### config.mk
export PLATFORM = sky130hd
export DESIGN_NAME = inst_trace_buffer
export DESIGN_NICKNAME = d
export VERILOG_FILES = /design/src/rtl/inst_trace_buffer.sv
export SDC_FILE = /design/constraint.sdc
export NUM_CORES = 1
export LEC_CHECK = 0
export CAP_MARGIN = 15
export CORE_MARGIN = 2
export CORE_UTILIZATION = 60
export CTS_BUF_LIST = sky130_fd_sc_hd__clkbuf_2
export CTS_CLUSTER_SIZE = 10
export DETAILED_ROUTE_END_ITERATION = 10
export PLACE_DENSITY = 0.79
export SLEW_MARGIN = 0
export SYNTH_ARGS = -nofsm -noshare
export SYNTH_HDL_FRONTEND = slang
export SYNTH_SLANG_ARGS = --single-unit
export TNS_END_PERCENT = 10
### constraint.sdc
create_clock -name clk -period 13.68 [get_ports clk]
set_input_delay 1.368 -clock clk [delete_from_list [all_inputs] [get_ports clk]]
set_output_delay 1.368 -clock clk [all_outputs]
set_load 0.01 [all_outputs]
### src/rtl/inst_trace_buffer.sv
// inst_trace_buffer: captures one {pc, inst} record per retired instruction
// into a first-word-fall-through FIFO drained through a valid/ready port.
// Retirements are counted, and records arriving while the FIFO is full are
// dropped and counted.
module inst_trace_buffer #(
   parameter int unsigned ADDR_W   = 32,
   parameter int unsigned DATA_W   = 32,
   parameter int unsigned DEPTH    = 16,
   parameter int unsigned AF_LEVEL = 12
) (
   input  logic                     clk,
   input  logic                     rst,
   input  logic                     commit,
   input  logic [ADDR_W-1:0]        pc,
   input  logic [DATA_W-1:0]        inst,
   input  logic                     clr,
   input  logic                     rd_ready,
   output logic                     rd_valid,
   output logic [ADDR_W-1:0]        rd_pc,
   output logic [DATA_W-1:0]        rd_inst,
   output logic [$clog2(DEPTH):0]   level,
   output logic                     almost_full,
   output logic                     overflow,
   output logic [15:0]              drop_cnt,
   output logic [31:0]              retired_cnt
);

   localparam int unsigned AW    = $clog2(DEPTH);
   localparam int unsigned PTR_W = AW + 1;
   localparam int unsigned DCN_W = 16;
   localparam int unsigned RET_W = 32;

   // Elaboration-time parameter sanity
   generate
      if ((DEPTH < 2) || ((DEPTH & (DEPTH - 1)) != 0)) begin : g_bad_depth
         $error("inst_trace_buffer: DEPTH must be a power of two >= 2");
      end
      if ((AF_LEVEL < 1) || (AF_LEVEL > DEPTH)) begin : g_bad_af
         $error("inst_trace_buffer: AF_LEVEL must be within 1..DEPTH");
      end
   endgenerate

   typedef struct packed {
      logic [ADDR_W-1:0] pc;
      logic [DATA_W-1:0] inst;
   } trace_rec_t;

   trace_rec_t              mem_q [DEPTH];
   trace_rec_t              head_c;
   trace_rec_t              wr_rec_c;

   logic [PTR_W-1:0]        wr_ptr_q, wr_ptr_d;
   logic [PTR_W-1:0]        rd_ptr_q, rd_ptr_d;
   logic                    overflow_q, overflow_d;
   logic [DCN_W-1:0]        drop_cnt_q, drop_cnt_d;
   logic [RET_W-1:0]        retired_cnt_q, retired_cnt_d;

   logic [PTR_W-1:0]        level_c;
   logic                    empty_c;
   logic                    full_c;
   logic                    pop_c;
   logic                    push_c;
   logic                    drop_c;
   logic                    mem_we_c;

   // Occupancy and handshake decode; the extra pointer MSB separates full from empty
   always_comb begin
      level_c  = wr_ptr_q - rd_ptr_q;
      empty_c  = (level_c == '0);
      full_c   = (level_c == PTR_W'(DEPTH));
      pop_c    = !empty_c && rd_ready;
      push_c   = commit && (!full_c || pop_c);
      drop_c   = commit && full_c && !pop_c;
      mem_we_c = push_c && !clr;
      wr_rec_c = '{pc: pc, inst: inst};
   end

   // Head record presentation; forced to zero while empty so reset reads zero
   always_comb begin
      head_c      = mem_q[rd_ptr_q[AW-1:0]];
      rd_valid    = !empty_c;
      almost_full = (level_c >= PTR_W'(AF_LEVEL));
      level       = level_c;
      rd_pc       = empty_c ? '0 : head_c.pc;
      rd_inst     = empty_c ? '0 : head_c.inst;
      overflow    = overflow_q;
      drop_cnt    = drop_cnt_q;
      retired_cnt = retired_cnt_q;
   end

   // Next-state for pointers, sticky overflow and counters; clr wins over everything
   always_comb begin
      wr_ptr_d      = wr_ptr_q;
      rd_ptr_d      = rd_ptr_q;
      overflow_d    = overflow_q;
      drop_cnt_d    = drop_cnt_q;
      retired_cnt_d = retired_cnt_q;

      if (clr) begin
         wr_ptr_d      = '0;
         rd_ptr_d      = '0;
         overflow_d    = 1'b0;
         drop_cnt_d    = '0;
         retired_cnt_d = '0;
      end else begin
         if (push_c) begin
            wr_ptr_d = wr_ptr_q + PTR_W'(1);
         end
         if (pop_c) begin
            rd_ptr_d = rd_ptr_q + PTR_W'(1);
         end
         if (commit) begin
            retired_cnt_d = retired_cnt_q + RET_W'(1);
         end
         if (drop_c) begin
            overflow_d = 1'b1;
            if (drop_cnt_q != '1) begin
               drop_cnt_d = drop_cnt_q + DCN_W'(1);
            end
         end
      end
   end

   // Control state registers with asynchronous reset
   always_ff @(posedge clk or posedge rst) begin
      if (rst) begin
         wr_ptr_q      <= '0;
         rd_ptr_q      <= '0;
         overflow_q    <= 1'b0;
         drop_cnt_q    <= '0;
         retired_cnt_q <= '0;
      end else begin
         wr_ptr_q      <= wr_ptr_d;
         rd_ptr_q      <= rd_ptr_d;
         overflow_q    <= overflow_d;
         drop_cnt_q    <= drop_cnt_d;
         retired_cnt_q <= retired_cnt_d;
      end
   end

   // Record storage; contents are never shown while empty, so no reset needed
   always_ff @(posedge clk) begin
      if (mem_we_c) begin
         mem_q[wr_ptr_q[AW-1:0]] <= wr_rec_c;
      end
   end

endmodule
==> results by group <==
Die
  • Die W: 268 µm
  • Starting Density: 60.9%
  • Ports placed on the boundary: 189
  • Die Area: 72100 µm²
  • Row cnt: 96
  • Core area: 68900 µm²
  • Chip height: 268 µm

Routing
  • First drt pass iteration count: 5
  • Initial drt markers: 2362
  • Routed vias: 20884
  • WL per Instance: 26.9 µm
  • Total Wirelength: 90.4 mm
  • Number of remaining DRC errors: 0
  • Post-route ant nets: 0
  • Vias per std cell: 6.22

STA
  • Fraction of the cycle the final worst path needs: 51.5%
  • Min Tclk post-route: 7.05 ns
  • RSZ-0062 raised after global routing: false
  • Worst-margin pin slew: 1.15 ns
  • Max-Slew Margin vs Limit: 23.6%
  • Endpoints failing setup: 0
  • Hold Vio Cnt, Final: 0
  • Fmax achieved: 142 MHz
  • Final WS setup: 6.63 ns
  • Pins Over Slew Limit: 0
  • Setup TNS: 0 ns
  • Clock Skew: 0.118 ns
  • Fin Hold WS: 0.516 ns

Logic synthesis
  • Post-synth EDFFs: 1024
  • Yosys reg bits: 1083
  • Post-synthesis net count: 1927
  • Syn Inst Count: 1846
  • Avg Cell Area, Syn: 22.7 µm²
  • Synth Area in XOR/XNOR: 0.751%
  • Main combinational cell family by area after synthesis: multiplexers
  • Syn Std Cell Area: 42000 µm²
  • Synthesis warning total: 0
  • Compound-gate portion of the synthesized area: 0.653%
  • Post-synthesis mux area share: 17.3%
  • Top_reg_cell synth: edfxtp_1
  • Simple-gate share of the synthesized area: 3.10%
  • Cell variety after synth: 44
  • Adder-cell share of the synthesized area: 0.376%
  • Register area share after synthesis: 76.8%
  • Post-synth ARST share: 5.45%

Pwr
  • VDD IR max: 0.143 mV
  • Leakage: 15.3 nW
  • Pwr Total: 7.54 mW
  • PD cells: 159 nW/µm²

Setup path
  • Reg2Reg Setup Slack: 8.51 ns
  • Crit path max fanout: 54
  • Critical path arrival: 5.68 ns
  • Critical path launch point type: flop
  • Critical R2R Capture: mem_q[0][48]$_DFFE_PP_
  • CP Data Required Time: 12.31 ns
  • Crit path kind: flop to output port
  • Crit. End Element: output port
  • FF-to-FF Start: rd_ptr_q[3]$_DFFE_PP0P_
  • R2R cell count: 10

CTS
  • CTS tree: done
  • # hold bufs at CTS: 0
  • Cts bufs inserted: 274
  • Clock Tree Buf Depth: 4
  • Root Driver: clkbuf_2
  • Clock transition at path regs: 0.11 ns
  • Post-CTS Resized: 0
  • Postcts setup bufs: 0
  • Clock Latency Late Sink: 1.44 ns
  • H-tree depth: 5
  • Clock sinks: 1083

Global routing
  • GR peak layer: met2
  • Met3 usage: 6.63%
  • Gr usage total: 26.1%
  • Antenna violations before repair: 8
  • Pin count of the biggest net entering global routing: 169
  • M1 GR Usage: 35.0%
  • GR Util met2: 42.2%
  • GR Overflow Total: 0
  • First-pass GRT wire length: 134 mm
  • Vias in the first global route: 21953

Cells and area
  • Share of layout cells above drive strength 1: 32.7%
  • Nets@finish: 2342
  • Area grow syn2layout: 12.8%
  • Layout fillers: 4275

Place
  • DP Worst Slack: 7.84 ns
  • Placer Congestion: 0.773
  • DP HPWL: 46.5 mm
  • # port buffers: 188

Flow run
  • Max_cap viols: 0

Hold path
  • Hold WC Path Type: input pin to asynchronous set/reset pin

Status
  • Outcome: completed
-- cells in the final DEF, fill, tap and decap left out, types with 4 or more instances in the layout --
| cell type | count |
|---|---|
| nand3_1 | 25 |
| nand2_1 | 16 |
| mux4_2 | 320 |
| nand2b_1 | 5 |
| dfrtp_1 | 56 |
| nor4b_2 | 4 |
| clkbuf_2 | 383 |
| edfxtp_1 | 1024 |
| nand4_1 | 10 |
| inv_1 | 13 |
| clkdlybuf4s50_1 | 187 |
| o21ai_0 | 14 |
| nor2b_1 | 65 |
| clkinv_1 | 44 |
| and3_1 | 11 |
| clkinv_2 | 6 |
| o31ai_1 | 5 |
| nor3_2 | 4 |
| xnor2_1 | 13 |
| nor4_2 | 8 |
| xor2_1 | 23 |
| or3_1 | 14 |
| nor2_1 | 46 |
| mux2i_1 | 4 |
| buf_4 | 45 |
| a21oi_1 | 21 |
| and4_1 | 4 |
| inv_2 | 7 |
| or4_1 | 5 |
| ha_1 | 11 |
-- flip-flops by register name, summed over array words and instances (netlist names) --
signal / flops
mem_q: 1024
retired_cnt: 32
drop_cnt: 16
rd_ptr_q: 5
wr_ptr_q: 5
overflow: 1
-- area by class of cell --
type	instances	area (µm²)	area share, %
Sequential cell	1083	32200	68.1
Multi-Input combinational cell	651	9420	19.9
Timing Repair Buffer	236	2260	4.77
Clock buffer	382	1910	4.04
Tap cell	931	1160	2.46
Clock inverter	58	278	0.587
Inverter	15	58.8	0.124
Antenna cell	3	7.51	0.0159
-- Yosys cell counts (7+ instances only) --
| master | n | area (µm²) |
|---|---|---|
| a21oi_1 | 21 | 105 |
| and3_1 | 11 | 68.8 |
| buf_1 | 31 | 116 |
| clkbuf_1 | 59 | 221 |
| dfrtp_1 | 59 | 1480 |
| edfxtp_1 | 1024 | 30700 |
| ha_1 | 11 | 138 |
| inv_1 | 15 | 56.3 |
| mux4_2 | 320 | 7210 |
| nand2_1 | 16 | 60.1 |
| nand3_1 | 25 | 125 |
| nand4_1 | 10 | 62.6 |
| nor2_1 | 46 | 173 |
| nor2b_1 | 65 | 407 |
| nor3_1 | 7 | 35.0 |
| nor4_1 | 10 | 62.6 |
| o21ai_0 | 14 | 70.1 |
| or3_1 | 14 | 87.6 |
| xnor2_1 | 13 | 114 |
| xor2_1 | 23 | 201 |
-- critical path, stage by stage (launching register included) --
cell and delay [ns]:
dfrtp_4 0.73, buf_4 0.86, buf_4 0.85, mux4_2 0.63
mux4_2 0.49, nor2b_1 0.16, clkdlybuf4s50_1 0.50
-- logic make-up after synthesis --
kind of cell    Yosys count
compound gates           46
xor+xnor                 36
fa+ha+maj                12
buf+inv                 112
flops                  1083
mux                     325
simple gates            232
-- report_power, final --
group | switching, mW | internal [mW] | total (mW)
sequential | 0.0414 | 3.67 | 3.71
combinational | 0.870 | 0.985 | 1.86
clock | 1.19 | 0.779 | 1.97
-- per-stage QoR --
step	utilization, %	cells	cell area, µm²
4_1_cts	68.6	3355	47300
3_5_place_dp	65.5	2915	45100
2_1_floorplan	-	1846	42000
5_1_grt	68.7	3359	47300
6_report	68.7	3359	47300
3_3_place_gp	65.5	2915	45100
-- layer usage --
layer	vias to the layer above	share of wire, %
li1	8736	-
met1	10805	37
met2	1157	51
met3	174	10
met4	12	2.2
met5	-	0.091
-- worst max path at each step --
stage                             from               endpoint  cells after the start
3_5_place_dp   rd_ptr_q[0]$_DFFE_PP0P_            rd_inst[22]                      6
6_report       rd_ptr_q[0]$_DFFE_PP0P_            rd_inst[22]                      6
3_3_place_gp   rd_ptr_q[0]$_DFFE_PP0P_               rd_pc[5]                      6
2_1_floorplan  rd_ptr_q[1]$_DFFE_PP0P_  mem_q[7][0]$_DFFE_PP_                     12
5_1_grt        rd_ptr_q[0]$_DFFE_PP0P_            rd_inst[22]                      6
4_1_cts        rd_ptr_q[0]$_DFFE_PP0P_            rd_inst[22]                      6
Power figures use the tool's default switching activity.
